**src/rtl/result_drain_pkg.sv**
```systemverilog
// Shared constants and types for the result drain: FSM state encoding,
// header word locations in data memory and default geometry.
package result_drain_pkg;

  // Drain sequencer states.
  typedef enum logic [2:0] {
    IDLE     = 3'd0,
    HDR_RD   = 3'd1,
    HDR_WAIT = 3'd2,
    DAT_RD   = 3'd3,
    DAT_WAIT = 3'd4,
    PRESENT  = 3'd5,
    FIN      = 3'd6
  } drain_state_e;

  // Header layout written by the CPU program.
  localparam int unsigned HDR_ROWS_ADDR = 32'd0;
  localparam int unsigned HDR_COLS_ADDR = 32'd1;

  // Word address of result[0]; must match the CPU program/linker constant.
  localparam int unsigned RES_BASE_DEFAULT = 32'd512;

  // Default geometry of the data memory and result vector.
  localparam int unsigned ADDR_W_DEFAULT   = 32'd10;
  localparam int unsigned DATA_W_DEFAULT   = 32'd32;
  localparam int unsigned MAX_ROWS_DEFAULT = 32'd256;

  // Rising-edge detect of a level against its registered previous value.
  function automatic logic rising_edge(input logic cur, input logic prev);
    return cur & ~prev;
  endfunction

endpackage

```
**src/rtl/result_drain_if.sv**
```systemverilog
// Bundles the data-memory read port and the result stream of the drain.
// master: the drain itself; slave: memory plus result sink.
interface result_drain_if #(
  parameter int ADDR_W = 10,
  parameter int DATA_W = 32
) ();

  logic              mem_rd_en;
  logic [ADDR_W-1:0] mem_addr;
  logic [DATA_W-1:0] mem_rdata;
  logic              out_valid;
  logic              out_ready;
  logic [DATA_W-1:0] out_data;
  logic [ADDR_W-1:0] out_index;

  modport master (
    output mem_rd_en,
    output mem_addr,
    input  mem_rdata,
    output out_valid,
    input  out_ready,
    output out_data,
    output out_index
  );

  modport slave (
    input  mem_rd_en,
    input  mem_addr,
    output mem_rdata,
    input  out_valid,
    output out_ready,
    input  out_data,
    input  out_index
  );

endinterface

```
**src/rtl/result_drain.sv**
```systemverilog
// Result drain: after the core signals completion, reads the row count from
// the header, then streams result[0..rows-1] out over valid/ready.
// All outputs come straight from flops.
module result_drain
  import result_drain_pkg::*;
#(
  parameter int ADDR_W   = ADDR_W_DEFAULT,
  parameter int DATA_W   = DATA_W_DEFAULT,
  parameter int RES_BASE = RES_BASE_DEFAULT,
  parameter int MAX_ROWS = MAX_ROWS_DEFAULT
) (
  input  logic          clk,
  input  logic          rst_n,
  input  logic          start,
  result_drain_if.master bus,
  output logic          busy,
  output logic          finished,
  output logic          hdr_err
);

  localparam logic [ADDR_W-1:0]        RES_BASE_A = ADDR_W'(RES_BASE);
  localparam logic [ADDR_W-1:0]        HDR_ADDR_A = ADDR_W'(HDR_ROWS_ADDR);
  localparam logic signed [DATA_W-1:0] MAX_ROWS_S = DATA_W'(MAX_ROWS);
  localparam logic [DATA_W-1:0]        ROW_ONE    = {{(DATA_W-1){1'b0}}, 1'b1};
  localparam logic [ADDR_W-1:0]        IDX_ONE    = {{(ADDR_W-1){1'b0}}, 1'b1};

  drain_state_e      state_q, state_d;
  logic              start_q;
  logic              mem_rd_en_q, mem_rd_en_d;
  logic [ADDR_W-1:0] mem_addr_q, mem_addr_d;
  logic              out_valid_q, out_valid_d;
  logic [DATA_W-1:0] out_data_q, out_data_d;
  logic [ADDR_W-1:0] out_index_q, out_index_d;
  logic              busy_q, busy_d;
  logic              finished_q, finished_d;
  logic              hdr_err_q, hdr_err_d;
  logic [DATA_W-1:0] rows_q, rows_d;
  logic [ADDR_W-1:0] idx_q, idx_d;

  logic start_edge_s;
  logic hdr_nonpos_s;
  logic hdr_big_s;
  logic hs_s;
  logic last_s;

  // Only a fresh edge seen while idle starts a drain; a held level never retriggers.
  assign start_edge_s = rising_edge(start, start_q) && (state_q == IDLE);

  // Header row count is signed: zero or negative means an empty vector.
  assign hdr_nonpos_s = ($signed(bus.mem_rdata) <= $signed({DATA_W{1'b0}}));
  assign hdr_big_s    = ($signed(bus.mem_rdata) > MAX_ROWS_S);

  assign hs_s   = out_valid_q & bus.out_ready;
  assign last_s = (DATA_W'(idx_q) == (rows_q - ROW_ONE));

  assign bus.mem_rd_en = mem_rd_en_q;
  assign bus.mem_addr  = mem_addr_q;
  assign bus.out_valid = out_valid_q;
  assign bus.out_data  = out_data_q;
  assign bus.out_index = out_index_q;
  assign busy          = busy_q;
  assign finished      = finished_q;
  assign hdr_err       = hdr_err_q;

  // State, edge-detect, counter and output registers.
  always_ff @(posedge clk or negedge rst_n) begin
    if (!rst_n) begin
      state_q     <= IDLE;
      start_q     <= 1'b0;
      mem_rd_en_q <= 1'b0;
      mem_addr_q  <= {ADDR_W{1'b0}};
      out_valid_q <= 1'b0;
      out_data_q  <= {DATA_W{1'b0}};
      out_index_q <= {ADDR_W{1'b0}};
      busy_q      <= 1'b0;
      finished_q  <= 1'b0;
      hdr_err_q   <= 1'b0;
      rows_q      <= {DATA_W{1'b0}};
      idx_q       <= {ADDR_W{1'b0}};
    end else begin
      state_q     <= state_d;
      start_q     <= start;
      mem_rd_en_q <= mem_rd_en_d;
      mem_addr_q  <= mem_addr_d;
      out_valid_q <= out_valid_d;
      out_data_q  <= out_data_d;
      out_index_q <= out_index_d;
      busy_q      <= busy_d;
      finished_q  <= finished_d;
      hdr_err_q   <= hdr_err_d;
      rows_q      <= rows_d;
      idx_q       <= idx_d;
    end
  end

  // Next-state decode of the drain sequencer.
  always_comb begin
    state_d = state_q;
    case (state_q)
      IDLE: begin
        if (start_edge_s) begin
          state_d = HDR_RD;
        end else begin
          state_d = IDLE;
        end
      end
      HDR_RD: begin
        state_d = HDR_WAIT;
      end
      HDR_WAIT: begin
        if (hdr_nonpos_s) begin
          state_d = FIN;
        end else begin
          state_d = DAT_RD;
        end
      end
      DAT_RD: begin
        state_d = DAT_WAIT;
      end
      DAT_WAIT: begin
        state_d = PRESENT;
      end
      PRESENT: begin
        if (hs_s && last_s) begin
          state_d = FIN;
        end else if (hs_s) begin
          state_d = DAT_RD;
        end else begin
          state_d = PRESENT;
        end
      end
      FIN: begin
        state_d = IDLE;
      end
      default: begin
        state_d = IDLE;
      end
    endcase
  end

  // Register inputs for the outputs, row count and element index.
  always_comb begin
    mem_rd_en_d = 1'b0;
    mem_addr_d  = mem_addr_q;
    out_valid_d = out_valid_q;
    out_data_d  = out_data_q;
    out_index_d = out_index_q;
    busy_d      = busy_q;
    finished_d  = 1'b0;
    hdr_err_d   = hdr_err_q;
    rows_d      = rows_q;
    idx_d       = idx_q;
    case (state_q)
      IDLE: begin
        if (start_edge_s) begin
          mem_rd_en_d = 1'b1;
          mem_addr_d  = HDR_ADDR_A;
          busy_d      = 1'b1;
          hdr_err_d   = 1'b0;
          rows_d      = {DATA_W{1'b0}};
          idx_d       = {ADDR_W{1'b0}};
        end else begin
          busy_d      = 1'b0;
        end
      end
      HDR_RD: begin
        mem_rd_en_d = 1'b0;
      end
      HDR_WAIT: begin
        if (hdr_nonpos_s) begin
          // Empty vector: skip straight to the completion pulse.
          hdr_err_d  = 1'b1;
          finished_d = 1'b1;
        end else if (hdr_big_s) begin
          // Oversized header: flag it but still drain the clamped length.
          hdr_err_d   = 1'b1;
          rows_d      = MAX_ROWS_S;
          idx_d       = {ADDR_W{1'b0}};
          mem_rd_en_d = 1'b1;
          mem_addr_d  = RES_BASE_A;
        end else begin
          rows_d      = bus.mem_rdata;
          idx_d       = {ADDR_W{1'b0}};
          mem_rd_en_d = 1'b1;
          mem_addr_d  = RES_BASE_A;
        end
      end
      DAT_RD: begin
        mem_rd_en_d = 1'b0;
      end
      DAT_WAIT: begin
        out_data_d  = bus.mem_rdata;
        out_index_d = idx_q;
        out_valid_d = 1'b1;
      end
      PRESENT: begin
        if (hs_s && last_s) begin
          out_valid_d = 1'b0;
          finished_d  = 1'b1;
        end else if (hs_s) begin
          // Address wraps naturally at the memory size.
          out_valid_d = 1'b0;
          idx_d       = idx_q + IDX_ONE;
          mem_rd_en_d = 1'b1;
          mem_addr_d  = RES_BASE_A + idx_q + IDX_ONE;
        end else begin
          out_valid_d = 1'b1;
        end
      end
      FIN: begin
        busy_d = 1'b0;
      end
      default: begin
        out_valid_d = 1'b0;
        busy_d      = 1'b0;
      end
    endcase
  end

endmodule

```
**src/flat_wrapper.sv**
```systemverilog
// flat-port wrapper written by rule: the top's interface ports become plain ports
module result_drain_flat import result_drain_pkg::*;
#(
  parameter int ADDR_W   = ADDR_W_DEFAULT,
  parameter int DATA_W   = DATA_W_DEFAULT,
  parameter int RES_BASE = RES_BASE_DEFAULT,
  parameter int MAX_ROWS = MAX_ROWS_DEFAULT
)
  (clk, rst_n, start, busy, finished, hdr_err, bus_mem_rd_en, bus_mem_addr, bus_mem_rdata, bus_out_valid, bus_out_ready, bus_out_data, bus_out_index);
  result_drain_if #(.ADDR_W(ADDR_W), .DATA_W(DATA_W)) bus_i ();
  input  logic clk;
  input  logic rst_n;
  input  logic start;
  output logic busy;
  output logic finished;
  output logic hdr_err;
  output wire logic [$bits(bus_i.mem_rd_en)-1:0] bus_mem_rd_en;
  output wire logic [$bits(bus_i.mem_addr)-1:0] bus_mem_addr;
  input wire logic [$bits(bus_i.mem_rdata)-1:0] bus_mem_rdata;
  output wire logic [$bits(bus_i.out_valid)-1:0] bus_out_valid;
  input wire logic [$bits(bus_i.out_ready)-1:0] bus_out_ready;
  output wire logic [$bits(bus_i.out_data)-1:0] bus_out_data;
  output wire logic [$bits(bus_i.out_index)-1:0] bus_out_index;
  assign bus_mem_rd_en = bus_i.mem_rd_en;
  assign bus_mem_addr = bus_i.mem_addr;
  assign bus_i.mem_rdata = bus_mem_rdata;
  assign bus_out_valid = bus_i.out_valid;
  assign bus_i.out_ready = bus_out_ready;
  assign bus_out_data = bus_i.out_data;
  assign bus_out_index = bus_i.out_index;
  result_drain #(.ADDR_W(ADDR_W), .DATA_W(DATA_W), .RES_BASE(RES_BASE), .MAX_ROWS(MAX_ROWS)) u_core (.clk(clk), .rst_n(rst_n), .start(start), .bus(bus_i), .busy(busy), .finished(finished), .hdr_err(hdr_err));
endmodule
```
**config.mk**
```make
export PLATFORM = sky130hd
export DESIGN_NAME = result_drain_flat
export DESIGN_NICKNAME = d
export VERILOG_FILES = /design/src/rtl/result_drain_pkg.sv /design/src/rtl/result_drain_if.sv /design/src/rtl/result_drain.sv /design/src/flat_wrapper.sv
export SDC_FILE = /design/constraint.sdc
export NUM_CORES = 1
export LEC_CHECK = 0
export ABC_AREA = 1
export ABC_CLOCK_PERIOD_IN_PS = 2240
export CELL_PAD_IN_SITES_DETAIL_PLACEMENT = 1
export CELL_PAD_IN_SITES_GLOBAL_PLACEMENT = 2
export CORE_MARGIN = 2
export CORE_UTILIZATION = 36
export DETAILED_ROUTE_END_ITERATION = 10
export DONT_BUFFER_PORTS = 1
export PLACE_DENSITY_LB_ADDON = 0.3
export SETUP_SLACK_MARGIN = 0.15
export SYNTH_ARGS = -nofsm -noshare
export SYNTH_HDL_FRONTEND = slang
export SYNTH_SLANG_ARGS = --single-unit
```
**constraint.sdc**
```tcl
create_clock -name clk -period 2.24 [get_ports clk]
set_input_delay 0.448 -clock clk [delete_from_list [all_inputs] [get_ports clk]]
set_output_delay 0.448 -clock clk [all_outputs]
set_load 0.02 [all_outputs]
```
==> summary.txt <==
Setup path
  – Setup crit start kind: flop
  – FF-to-FF End: u_core.bus.mem_addr[3]
  – Worst EP required: 2.48 ns
  – Crit. End Element: flop
  – Critical R2R Launch: u_core.rows_q[4]
  – WS Path Type: reg -> reg
  – Flop-to-flop setup slack: 0.01 ns
  – CP Launch Point: u_core.rows_q[4]
  – CP max FO: 8
  – Worst Path Arrival: about 2.5 ns
  – Worst-case reg-to-reg path depth: 16

Power and ir drop
  – Flop pwr share: 33.1%
  – P_sw: 0.00428 W
  – Power share of the clock group: about 17%
  – Sw Ratio: 46.2%
  – Overall Power: 0.00926 W
  – PD cells: 1450 nW/um^2
  – Int Power: 0.00498 W
  – Combinational Power Share: 50.1%
  – Leakage power: 3.32 nW
  – Worst vdd ir: 0.700 mV

Synth
  – Netlist cell types: 36
  – Mux share of post-synthesis cell area: less than 1%
  – Gate Count Post-Synth: 697
  – Synth Area in Simple Gates: 32.2%
  – Post-synth EDFFs: 0
  – Asr flop ratio synth: 100%
  – Syn_nets: 735
  – Top FF cell, synth: dfrtp_1
  – Synth Cell Area: roughly 5300 um^2
  – Avg Cell Area, Syn: between 7 and 8 um^2
  – Flops & latches, synth: 103
  – Post-synthesis sequential area ratio: between 40% and 50%
  – Synth Warn #: 0
  – Synth Area in Adders: 0.473%
  – Compound-Gate Fraction of Synth Area: between 7 and 8%
  – Largest family of logic cells by synthesized area: simple AND/OR/NAND/NOR gates
  – XOR/XNOR share of the synthesized area: 1.99%

Timing
  – Max-slew violations: 0
  – Final Hold Fails: 103
  – RSZ-0062 raised after global routing: yes
  – Setup slack after layout: ~0.012 ns
  – Clock skew: 0.00647 ns
  – Final setup violation count: 0
  – Post-route minimum period: roughly 2.2 ns
  – Final worst path period share: 99.5%
  – Slew margin rel.: 69.3%
  – Fin Hold WS: -0.213 ns
  – Max Clock Freq: 449 MHz
  – Actual slew at the worst max-slew pin: 0.456 ns

Route
  – DRT Pass-1 Iters: 4
  – DR vias/cell: 4.94
  – Antenna viol nets, final: 0
  – Final WL: 15300 um
  – Initial DRC count: 156
  – DRC: 0
  – Via Count: about 4.6k
  – Drt wl/cell: 16.4 um

Layout
  – Final #Nets: 783
  – Layout cells sized above 1: a little over 20%
  – Area Overhead vs Synth: 20.4%
  – Fillcell total: approximately 1.8k
  – ANT cells: 0
  – Post-layout utilization of the core: roughly 44%

Clock tree
  – CTS Root Cell: clkbuf_16
  – CTS tree: yes
  – Reg clk slew, reported paths: 0.07 ns
  – TritonCTS buffer count: 9
  – Clock Path Buffers: 2
  – Clk_lat worst skew: 0.35 ns
  – Clock sink count: 103
  – Maximum level of the CTS H-tree: 3

Placement
  – PortBufs: 0
  – GPL Wtd Cong: 0.835
  – Pre-CTS setup slack: -0.215 ns
  – Hpwl dp: approximately 12000 um

Global routing
  – Antenna violations before repair: 0
  – Vias in the first global route: between 5k and 6k
  – First-pass GRT wire length: between 20000 and 30000 um
  – Largest net degree at the start of global routing: 104
  – Grt total ovfl: 0
  – GRT Overall Usage: 20.4%

Die
  – IO Count: 93
  – Starting density of the core: 36.7%
  – Core area: 14400 um^2
  – Die outline height: between 100 and 150 um
  – Rows: 44
  – Die Width: 125 um
  – Die ar.: ~16000 um^2

Flow run
  – Max-cap violation count: 0

Outcome
  – Failing checks: hold timing
  – Status: complete, but fails checks

Hold path
  – Worst hold path type: in -> async
cell type report:
type | instances | area, um^2 | share of cell area [%]
Sequential cell | 103 | 2580 | 40.6
Multi-Input combinational cell | 484 | 2480 | 38.9
Timing Repair Buffer | 53 | 425 | 6.68
Inverter | 94 | 355 | 5.58
Clock buffer | 11 | 253 | 3.97
Tap cell | 184 | 230 | 3.62
Clock inverter | 5 | 40.0 | 0.629
layer usage:
| layer | wire (um) | GRT usage [%] | vias up | share of wire (%) |
|---|---|---|---|---|
| li1 | - | - | 2297 | - |
| met2 | 8190 | 37.3 | 49 | 53 |
| met1 | 6470 | 23.9 | 2252 | 42 |
| met3 | 437 | 4.88 | 17 | 2.8 |
| met4 | 240 | 5.62 | 0 | 1.6 |
| met5 | 0 | 0 | - | 0 |
synth_stat cells (2+ instances only):
master	count	share of area, %
o21ai_0	51	4.8
xnor2_1	3	0.50
a21oi_1	4	0.38
nor4_1	2	0.24
inv_2	5	0.35
inv_1	88	6.2
clkbuf_1	11	0.78
nor2_4	4	0.85
o21ai_1	7	0.66
dfrtp_1	103	49
buf_6	2	0.43
nor3b_1	2	0.28
nor2_2	10	1.2
and2_1	3	0.35
nor2_1	100	7.1
ha_1	2	0.47
nand3_2	2	0.38
o211ai_1	3	0.43
xor2_1	9	1.5
buf_2	2	0.19
nand4_1	16	1.9
nand2_1	187	13
nand3_1	48	4.5
a211oi_1	2	0.28
nor3_1	5	0.47
mux2_2	3	0.64
o22ai_1	7	0.83
or2_2	2	0.24
nand2_2	7	0.83
cells in the final DEF (no fill, tap or decap), types with 7 or more instances in the layout:
cell type / Yosys / final
nand2_1: 187 / 170
nand3_1: 48 / 47
o21ai_1: 7 / 10
xor2_1: 9 / 9
buf_4: 0 / 48
inv_1: 88 / 87
clkbuf_16: 0 / 9
nor2_2: 10 / 23
o22ai_1: 7 / 7
dfrtp_1: 103 / 97
o21ai_0: 51 / 46
nor2_1: 100 / 79
nand2_2: 7 / 20
nand4_1: 16 / 16
nor2_4: 4 / 12
how the worst max path moves through the flow:
stage                                   to  slack, ns  cells after the start
global route        u_core.bus.mem_addr[3]      -0.17                     16
global placement      u_core.bus.mem_rd_en      -0.11                     13
detailed placement  u_core.bus.mem_addr[5]      -0.22                     14
floorplan           u_core.bus.mem_addr[6]       0.28                     15
CTS                 u_core.bus.mem_addr[3]       0.02                     15
finish              u_core.bus.mem_addr[3]       0.01                     16
repair_timing:
item,in CTS,in global routing
pin swaps,7,10
setup buffers,11,6
endpoints found under the setup margin,24,24
hold endpoints to repair,103,103
resized for setup,36,38
worst max-delay path: stages, from the launching register on:
cell,delay (ns)
dfrtp_2,0.45
nor2_2,0.13
nand2_2,0.09
nor2_4,0.21
nand2_4,0.12
inv_4,0.08
nand2_2,0.05
nand2_2,0.07
nand2_2,0.07
nor2_2,0.10
nand2_1,0.07
nor2_2,0.15
nand3_4,0.12
nand3_4,0.11
nand2_4,0.11
nand2_2,0.11
nand2_1,0.06
registers in the layout, indices dropped and copies added, names as in the netlist:
signal and count:
u_core.bus.mem_addr 10, u_core.bus.out_valid 1, u_core.idx_q 10, u_core.hdr_err 1, u_core.bus.mem_rd_en 1, u_core.finished 1, u_core.bus.out_index 10, u_core.state_q 3
u_core.busy 1, u_core.start_q 1, u_core.rows_q 32, u_core.bus.out_data 32
logic make-up after synthesis:
family                     Yosys count
AOI/OAI and AO/OA                   77
xor gates and xnor gates            12
adders and majority gates            2
buffers and inverters              110
DFF                                103
muxes                                3
and+or+nand+nor                    390
through the flow:
step	instance area, um^2	TNS, ns	hold slack, ns	std cells
floorplan	5290	0	0.152	697
global placement	5730	-1.93	0.156	901
detailed placement	5730	-4.00	0.157	901
CTS	6210	0	-0.234	928
global route	6370	-2.99	-0.240	934
finish	6370	0	-0.213	934
power by group through the flow:
| stage | Combinational [W] | Clock (W) | Sequential, W |
|---|---|---|---|
| 2_1_floorplan | 0.00282 | 0 | 0.00297 |
| 3_3_place_gp | 0.00391 | 0 | 0.00308 |
| 3_5_place_dp | 0.00399 | 0 | 0.00309 |
| 4_1_cts | 0.00435 | 0.00163 | 0.00306 |
| 5_1_grt | 0.00526 | 0.00170 | 0.00312 |
| 6_report | 0.00464 | 0.00156 | 0.00306 |
Note: power is estimated with default switching activity, not from simulation.
